### src/rtl/decode_pkg.sv
// Shared decode constants and the packed control bundle.
// Imported by the decoder and the decode pipeline stage.
package decode_pkg;

  localparam logic [6:0] OPC_LUI    = 7'b0110111;
  localparam logic [6:0] OPC_AUIPC  = 7'b0010111;
  localparam logic [6:0] OPC_JAL    = 7'b1101111;
  localparam logic [6:0] OPC_JALR   = 7'b1100111;
  localparam logic [6:0] OPC_BRANCH = 7'b1100011;
  localparam logic [6:0] OPC_LOAD   = 7'b0000011;
  localparam logic [6:0] OPC_STORE  = 7'b0100011;
  localparam logic [6:0] OPC_OPIMM  = 7'b0010011;
  localparam logic [6:0] OPC_OP     = 7'b0110011;
  localparam logic [6:0] OPC_OPIMM32 = 7'b0011011;
  localparam logic [6:0] OPC_OP32   = 7'b0111011;
  localparam logic [6:0] OPC_SYSTEM = 7'b1110011;

  localparam logic [31:0] INSTR_ECALL  = 32'h0000_0073;
  localparam logic [31:0] INSTR_EBREAK = 32'h0010_0073;

  localparam logic [2:0] WB_LUI  = 3'b001;
  localparam logic [2:0] WB_LOAD = 3'b010;
  localparam logic [2:0] WB_ALU  = 3'b100;

  localparam logic [4:0] ALU_ADD = 5'b00000;

  typedef struct packed {
    logic       illegal;
    logic       ebreak;
    logic       ecall;
    logic       branch_en;
    logic [2:0] branch_op;
    logic       alu_en;
    logic       alu_pc_en;
    logic       alu_imm_en;
    logic [4:0] alu_op;
    logic       alu_halfop;
    logic       jump_en;
    logic       load_en;
    logic [2:0] load_op;
    logic       store_en;
    logic [3:0] store_len;
    logic       wb_en;
    logic [2:0] wb_sel;
    logic [4:0] rd;
    logic [4:0] rs1;
    logic [4:0] rs2;
  } ctrl_t;

  localparam int CTRL_W = $bits(ctrl_t);

  localparam int OFF_RS2        = 0;
  localparam int OFF_RS1        = 5;
  localparam int OFF_RD         = 10;
  localparam int OFF_WB_SEL     = 15;
  localparam int OFF_WB_EN      = 18;
  localparam int OFF_STORE_LEN  = 19;
  localparam int OFF_STORE_EN   = 23;
  localparam int OFF_LOAD_OP    = 24;
  localparam int OFF_LOAD_EN    = 27;
  localparam int OFF_JUMP_EN    = 28;
  localparam int OFF_ALU_HALFOP = 29;
  localparam int OFF_ALU_OP     = 30;
  localparam int OFF_ALU_IMM_EN = 35;
  localparam int OFF_ALU_PC_EN  = 36;
  localparam int OFF_ALU_EN     = 37;
  localparam int OFF_BRANCH_OP  = 38;
  localparam int OFF_BRANCH_EN  = 41;
  localparam int OFF_ECALL      = 42;
  localparam int OFF_EBREAK     = 43;
  localparam int OFF_ILLEGAL    = 44;

endpackage

### src/rtl/decode_comb.sv
// Combinational instruction decoder: instr -> control bundle + immediate.
// Illegal encodings keep their fields but lose all side-effect enables.
module decode_comb
  import decode_pkg::*;
#(
  parameter int XLEN  = 64,
  parameter bit HAS_M = 1'b1
) (
  input  logic [31:0]     instr,
  output ctrl_t           ctrl,
  output logic [XLEN-1:0] imm
);

  localparam bit RV64 = (XLEN == 64);

  logic [6:0] opc;
  logic [6:0] f7;
  logic [2:0] f3;

  assign opc = instr[6:0];
  assign f3  = instr[14:12];
  assign f7  = instr[31:25];

  logic [31:0] imm_i;
  logic [31:0] imm_s;
  logic [31:0] imm_b;
  logic [31:0] imm_u;
  logic [31:0] imm_j;
  logic [31:0] imm32;

  assign imm_i = {{20{instr[31]}}, instr[31:20]};
  assign imm_s = {{20{instr[31]}}, instr[31:25], instr[11:7]};
  assign imm_b = {{19{instr[31]}}, instr[31], instr[7],
                  instr[30:25], instr[11:8], 1'b0};
  assign imm_u = {instr[31:12], 12'b0};
  assign imm_j = {{11{instr[31]}}, instr[31], instr[19:12],
                  instr[20], instr[30:21], 1'b0};

  assign imm = XLEN'($signed(imm32));

  logic is_sh;
  logic sh_ok;
  logic sh32_ok;
  logic op_f7_ok;

  // RV64 shifts borrow funct7[0] as shamt[5]
  assign is_sh = (f3[1:0] == 2'b01);
  assign sh32_ok = !is_sh || (f7 == 7'b0)
                   || (f3[2] && f7 == 7'b0100000);
  assign sh_ok = RV64
    ? (!is_sh || instr[31:26] == 6'b0
       || (f3[2] && instr[31:26] == 6'b010000))
    : sh32_ok;
  assign op_f7_ok = (f7 == 7'b0)
    || (f7 == 7'b0100000 && (f3 == 3'b000 || f3 == 3'b101))
    || (f7 == 7'b0000001 && HAS_M);

  logic bad;
  ctrl_t c;

  always_comb begin
    c      = '0;
    bad    = 1'b0;
    imm32  = '0;
    c.rd   = instr[11:7];
    c.rs1  = instr[19:15];
    c.rs2  = instr[24:20];
    unique case (1'b1)
      opc == OPC_LUI: begin
        c.wb_en  = 1'b1;
        c.wb_sel = WB_LUI;
        imm32    = imm_u;
      end
      opc == OPC_AUIPC: begin
        c.alu_en     = 1'b1;
        c.alu_pc_en  = 1'b1;
        c.alu_imm_en = 1'b1;
        c.alu_op     = ALU_ADD;
        c.wb_en      = 1'b1;
        c.wb_sel     = WB_ALU;
        imm32        = imm_u;
      end
      opc == OPC_JAL: begin
        c.alu_en     = 1'b1;
        c.alu_pc_en  = 1'b1;
        c.alu_imm_en = 1'b1;
        c.jump_en    = 1'b1;
        c.wb_en      = 1'b1;
        c.wb_sel     = WB_ALU;
        imm32        = imm_j;
      end
      opc == OPC_JALR: begin
        c.alu_en     = 1'b1;
        c.alu_imm_en = 1'b1;
        c.jump_en    = 1'b1;
        c.wb_en      = 1'b1;
        c.wb_sel     = WB_ALU;
        imm32        = imm_i;
      end
      opc == OPC_BRANCH: begin
        c.branch_en = 1'b1;
        c.branch_op = f3;
        imm32       = imm_b;
      end
      opc == OPC_LOAD: begin
        c.alu_en     = 1'b1;
        c.alu_imm_en = 1'b1;
        c.load_en    = 1'b1;
        c.load_op    = f3;
        c.wb_en      = 1'b1;
        c.wb_sel     = WB_LOAD;
        imm32        = imm_i;
        bad = !RV64 && (f3 == 3'b011 || f3 == 3'b110);
      end
      opc == OPC_STORE: begin
        c.alu_en     = 1'b1;
        c.alu_imm_en = 1'b1;
        c.store_en   = 1'b1;
        c.store_len  = 4'b0001 << f3[1:0];
        imm32        = imm_s;
        bad = !RV64 && (f3 == 3'b011);
      end
      opc == OPC_OPIMM, opc == OPC_OPIMM32: begin
        c.alu_en     = 1'b1;
        c.alu_imm_en = 1'b1;
        c.alu_op     = is_sh ? {f7[5], 1'b0, f3}
                             : {2'b00, f3};
        c.alu_halfop = (opc == OPC_OPIMM32);
        c.wb_en      = 1'b1;
        c.wb_sel     = WB_ALU;
        imm32        = imm_i;
        bad = (opc == OPC_OPIMM) ? !sh_ok
                                 : (!RV64 || !sh32_ok);
      end
      opc == OPC_OP, opc == OPC_OP32: begin
        c.alu_en     = 1'b1;
        c.alu_op     = {f7[5], f7[0], f3};
        c.alu_halfop = (opc == OPC_OP32);
        c.wb_en      = 1'b1;
        c.wb_sel     = WB_ALU;
        bad = !op_f7_ok || (opc == OPC_OP32 && !RV64);
      end
      opc == OPC_SYSTEM: begin
        c.ebreak = (instr == INSTR_EBREAK);
        c.ecall  = (instr == INSTR_ECALL);
        bad = !c.ebreak && !c.ecall;
      end
      default: bad = 1'b1;
    endcase
    c.illegal = bad;
    if (bad) begin
      c.wb_en     = 1'b0;
      c.store_en  = 1'b0;
      c.load_en   = 1'b0;
      c.jump_en   = 1'b0;
      c.branch_en = 1'b0;
    end
  end

  assign ctrl = c;

endmodule

### src/rtl/decode_stage.sv
// Registered decode stage with a 2-entry skid buffer, flush and
// a saturating counter of illegal instructions handed to execute.
module decode_stage
  import decode_pkg::*;
#(
  parameter int XLEN  = 64,
  parameter bit HAS_M = 1'b1,
  parameter int CNT_W = 16
) (
  input  logic              clk,
  input  logic              rst,
  input  logic              flush,
  input  logic              in_valid,
  output logic              in_ready,
  input  logic [31:0]       in_instr,
  input  logic [XLEN-1:0]   in_pc,
  output logic              out_valid,
  input  logic              out_ready,
  output logic [XLEN-1:0]   out_pc,
  output logic [CTRL_W-1:0] out_ctrl,
  output logic [XLEN-1:0]   out_imm,
  output logic [CNT_W-1:0]  illegal_cnt
);

  ctrl_t           dec_ctrl;
  logic [XLEN-1:0] dec_imm;

  decode_comb #(
    .XLEN  (XLEN),
    .HAS_M (HAS_M)
  ) u_dec (
    .instr (in_instr),
    .ctrl  (dec_ctrl),
    .imm   (dec_imm)
  );

  logic            main_valid;
  ctrl_t           main_ctrl;
  logic [XLEN-1:0] main_imm;
  logic [XLEN-1:0] main_pc;
  logic            skid_valid;
  ctrl_t           skid_ctrl;
  logic [XLEN-1:0] skid_imm;
  logic [XLEN-1:0] skid_pc;

  logic acc_in;
  logic acc_out;
  logic main_free;

  assign in_ready  = !skid_valid;
  assign out_valid = main_valid;
  assign acc_in    = in_valid && in_ready;
  assign acc_out   = main_valid && out_ready;
  assign main_free = !main_valid || out_ready;

  always_ff @(posedge clk) begin
    if (rst) begin
      main_valid <= 1'b0;
      main_ctrl  <= '0;
      main_imm   <= '0;
      main_pc    <= '0;
      skid_valid <= 1'b0;
      skid_ctrl  <= '0;
      skid_imm   <= '0;
      skid_pc    <= '0;
    end else if (flush) begin
      main_valid <= 1'b0;
      skid_valid <= 1'b0;
    end else if (main_free) begin
      // skid full implies in_ready=0, so no new beat competes
      if (skid_valid) begin
        main_valid <= 1'b1;
        main_ctrl  <= skid_ctrl;
        main_imm   <= skid_imm;
        main_pc    <= skid_pc;
        skid_valid <= 1'b0;
      end else begin
        main_valid <= acc_in;
        if (acc_in) begin
          main_ctrl <= dec_ctrl;
          main_imm  <= dec_imm;
          main_pc   <= in_pc;
        end
      end
    end else if (acc_in) begin
      skid_valid <= 1'b1;
      skid_ctrl  <= dec_ctrl;
      skid_imm   <= dec_imm;
      skid_pc    <= in_pc;
    end
  end

  always_ff @(posedge clk) begin
    if (rst) begin
      illegal_cnt <= '0;
    end else if (!flush && acc_out && main_ctrl.illegal
                 && illegal_cnt != '1) begin
      illegal_cnt <= illegal_cnt + CNT_W'(1);
    end
  end

  assign out_pc   = main_pc;
  assign out_ctrl = main_ctrl;
  assign out_imm  = main_imm;

endmodule

### config.mk
export PLATFORM = sky130hd
export DESIGN_NAME = decode_stage
export DESIGN_NICKNAME = d
export VERILOG_FILES = /design/src/rtl/decode_pkg.sv /design/src/rtl/decode_comb.sv /design/src/rtl/decode_stage.sv
export SDC_FILE = /design/constraint.sdc
export NUM_CORES = 1
export LEC_CHECK = 0
export BUFFER_PORTS_ARGS = -buffer_cell sky130_fd_sc_hd__buf_2
export CORE_AREA = 2 2 165 167
export CTS_CLUSTER_SIZE = 24
export DETAILED_ROUTE_END_ITERATION = 10
export DIE_AREA = 0 0 167 169
export PLACE_DENSITY = 0.83
export SETUP_SLACK_MARGIN = 0.15
export SYNTH_ARGS = -nofsm -noshare
export SYNTH_HDL_FRONTEND = slang
export SYNTH_SLANG_ARGS = --single-unit
### constraint.sdc
create_clock -name clk -period 1.8 [get_ports clk]
set_input_delay 0.27 -clock clk [delete_from_list [all_inputs] [get_ports clk]]
set_output_delay 0.27 -clock clk [all_outputs]
set_load 0.005 [all_outputs]
==> results by group <==
Die
  • Die width: 167 um
  • Die Ht: 169 um
  • IO Count: 292
  • Num rows: 60
  • Initial core utilization: 0.481
  • Die Footprint: 28200 um^2
  • CORE AREA: 26500 um^2

GRT
  • Global Route Usage Sum: 0.263
  • Vias in the first global route: 12000
  • First-pass GRT wire length: 61800 um
  • Initial antenna violation count: 0
  • Largest net degree at the start of global routing: 79
  • Total gr overflow: 0

Synthesis
  • Net Count, Synth: 1641
  • Post-Synthesis Cells: 1539
  • Synthesized area: 12700 um^2
  • Synth warnings: 0
  • Cell variety after synth: 63
  • #FFs+latches synth: 300
  • Post-synth EDFFs: 0
  • Sequential share of the synthesized area: 0.471
  • Most used flip-flop cell after synthesis: dfxtp_1
  • Mean post-synth cell area: 8.28 um^2
  • Synth async-reset ratio: 0

Hold path
  • Hold Crit Class: primary input to register
  • Hold depth: 3

Clocking
  • Max Root-Sink Buffers: 3
  • # clock sinks: 300
  • Root buf cell: clkbuf_16
  • TritonCTS Buffers: 31
  • H-tree lvl count: 1
  • Reg clk slew, reported paths: 0.06 ns
  • Worst skew pair latency: 0.57 ns
  • CTS tree: built

STA
  • Slew headroom: 0.597
  • Final max-slew violation count: 0
  • Final setup fails: 0
  • WHS: 0.0224 ns
  • Fmax achieved: 0.563 GHz
  • Period utilisation layout: 0.986
  • Slack of the critical path: 0.0254 ns
  • Post-route minimum period: 1.77 ns
  • Slew @ Worst Pin: 0.603 ns
  • Setup TNS: 0 ns
  • Hold Fails Final Rpt: 0
  • Worst Skew: 0.0310 ns
  • RSZ-0062 raised after global routing: true

Worst setup path
  • CP endpoint kind: register
  • Critical Path Most Common Cell: nor2_1
  • Crit Path Max Fanout: 7
  • Slowest stage delay, CP: 0.39 ns
  • Buffer and inverter count on the worst path: 2
  • Crit-path cells: and4_4 > nand4_4 > o31ai_4 > buf_4 > clkbuf_16 > nor2_1 > xnor2_1 > nor2_1
  • CP max-delay cell: dfxtp_4
  • Startpoint class of the critical path: register
  • Worst reg2reg path depth: 8
  • Worst path depth: 8
  • Data required, critical path: 2.25 ns
  • Arrival time of the worst setup path: 2.22 ns
  • Cell family with most CP delay: simple AND/OR/NAND/NOR gates
  • CP Class: register to register

Routing
  • M1 WL: 16500 um
  • WL final: 43300 um
  • Top Layer Used: met4
  • WL met2: 20600 um
  • Via count: 13100
  • Met3 Wirelength: 3810 um
  • DR WL/cell: 19.0 um
  • DRC violations left: 0
  • Pre-antenna DRT Iters: 5
  • Antenna Nets Post-Route: 0
  • Via density: 5.75
  • Iteration-0 DRC Markers: 1544

Final layout
  • Final #Nets: 2013
  • Area Growth Syn to Fin: 38.0%
  • Share of cells above drive strength 1: 0.292
  • Fill cell count: 1978
  • Commonest non-fill, non-tap cell in the layout: buf_2
  • Final core occ: 0.664
  • Commonest non-fill, non-tap cells in the layout: 289 x buf_2, 287 x dfxtp_1, 277 x nand2_1
  • Ant diodes: 0

Power and ir drop
  • Total power per unit cell area: 871 nW/um^2
  • Max IR drop VDD: 0.770 mV
  • Static Leak: 0.00681 uW

Place
  • Port Buf Inserts: 291
  • Dpl ws: -0.212 ns
  • Post-DP HPWL: 24900 um
  • GPL Wtd Cong: 0.908

Outcome
  • Status: finished, final reports clean

Flow run
  • MaxCap Viol Count: 0
[logic make-up after synthesis]
group	after synthesis	synth area share
simple gates	600	0.203
compound gates	368	0.185
flops	300	0.471
buf+inv	173	0.0650
mux	82	0.0644
xor+xnor	15	0.0103
fa+ha+maj	1	0.000982
[layer usage]
metal / vias up / track usage
li1: 6065 / -
met1: 6103 / 0.322
met2: 730 / 0.439
met3: 182 / 0.0552
met4: 0 / 0.137
met5: - / 0
[worst reg2reg max path: stages, from the launching register on]
cell       delay (ns)
dfxtp_4          0.39
and4_4           0.25
nand4_4          0.15
o31ai_4          0.26
buf_4            0.18
clkbuf_16        0.14
nor2_1           0.05
xnor2_1          0.17
nor2_1           0.07
[area by class of cell]
class / instances / area [um^2] / share of cell area
clock inverters: 9 / 103 / 0.00583
inverters: 8 / 33.8 / 0.00192
clock buffers: 47 / 966 / 0.0549
multi-input cells: 1068 / 6200 / 0.352
flip-flops and latches: 300 / 6040 / 0.343
well taps: 341 / 427 / 0.0243
repair buffers: 502 / 3820 / 0.217
[synthesized netlist by cell type, types with 13 or more instances]
| cell type | number | area share |
|---|---|---|
| dfxtp_1 | 300 | 0.47 |
| nand2_1 | 278 | 0.082 |
| nor2_1 | 192 | 0.057 |
| a21oi_1 | 137 | 0.054 |
| a211oi_1 | 115 | 0.068 |
| clkbuf_1 | 100 | 0.029 |
| mux2i_1 | 82 | 0.064 |
| o21ai_0 | 46 | 0.018 |
| nand3_1 | 45 | 0.018 |
| buf_4 | 36 | 0.021 |
| nor3_1 | 26 | 0.010 |
| buf_2 | 17 | 0.0067 |
| nor4_1 | 14 | 0.0069 |
| o21ai_1 | 13 | 0.0051 |
| xnor2_1 | 13 | 0.0089 |
[what timing repair did]
action                                 in CTS  in global routing
endpoints found under the hold margin      68                  0
gates cloned                                1                 14
setup endpoints to repair                 111                263
pin swaps                                   1                 16
hold buffers                               67                  0
resized for setup                           9                 66
setup buffers                               5                 29
[stage by stage]
stage	cells	area, um^2	power [uW]
final	2275	17600	15300
after floorplan	1539	12800	7840
after detailed placement	2103	14800	8510
after global routing	2275	17600	15800
after CTS	2232	16700	15200
after global placement	2103	14800	8470
[power by group]
group          leakage [uW]  switching [uW]  total (uW)  internal (uW)
logic               0.00384             932        1730            797
clock network      0.000523            2660        6620           3960
registers           0.00245             131        6980           6850
[path summary, 6_finish.rpt]
| check | from | to | slack (ns) |
|---|---|---|---|
| worst max register to register | illegal_cnt[3] | illegal_cnt[2] | 0.03 |
| worst min register to register | out_imm[23] | out_imm[23] | 0.44 |
| worst min-delay path | in_instr[28] | skid_imm[8] | 0.02 |
| worst max-delay path | illegal_cnt[3] | illegal_cnt[2] | 0.03 |
[flip-flops by register name (all words and copies together) (netlist names)]
register     flops
skid_imm        32
out_pc          64
skid_pc         64
out_ctrl        45
out_valid        1
skid_valid       1
illegal_cnt     16
skid_ctrl       45
out_imm         32
(Power assumes the default switching activity.)
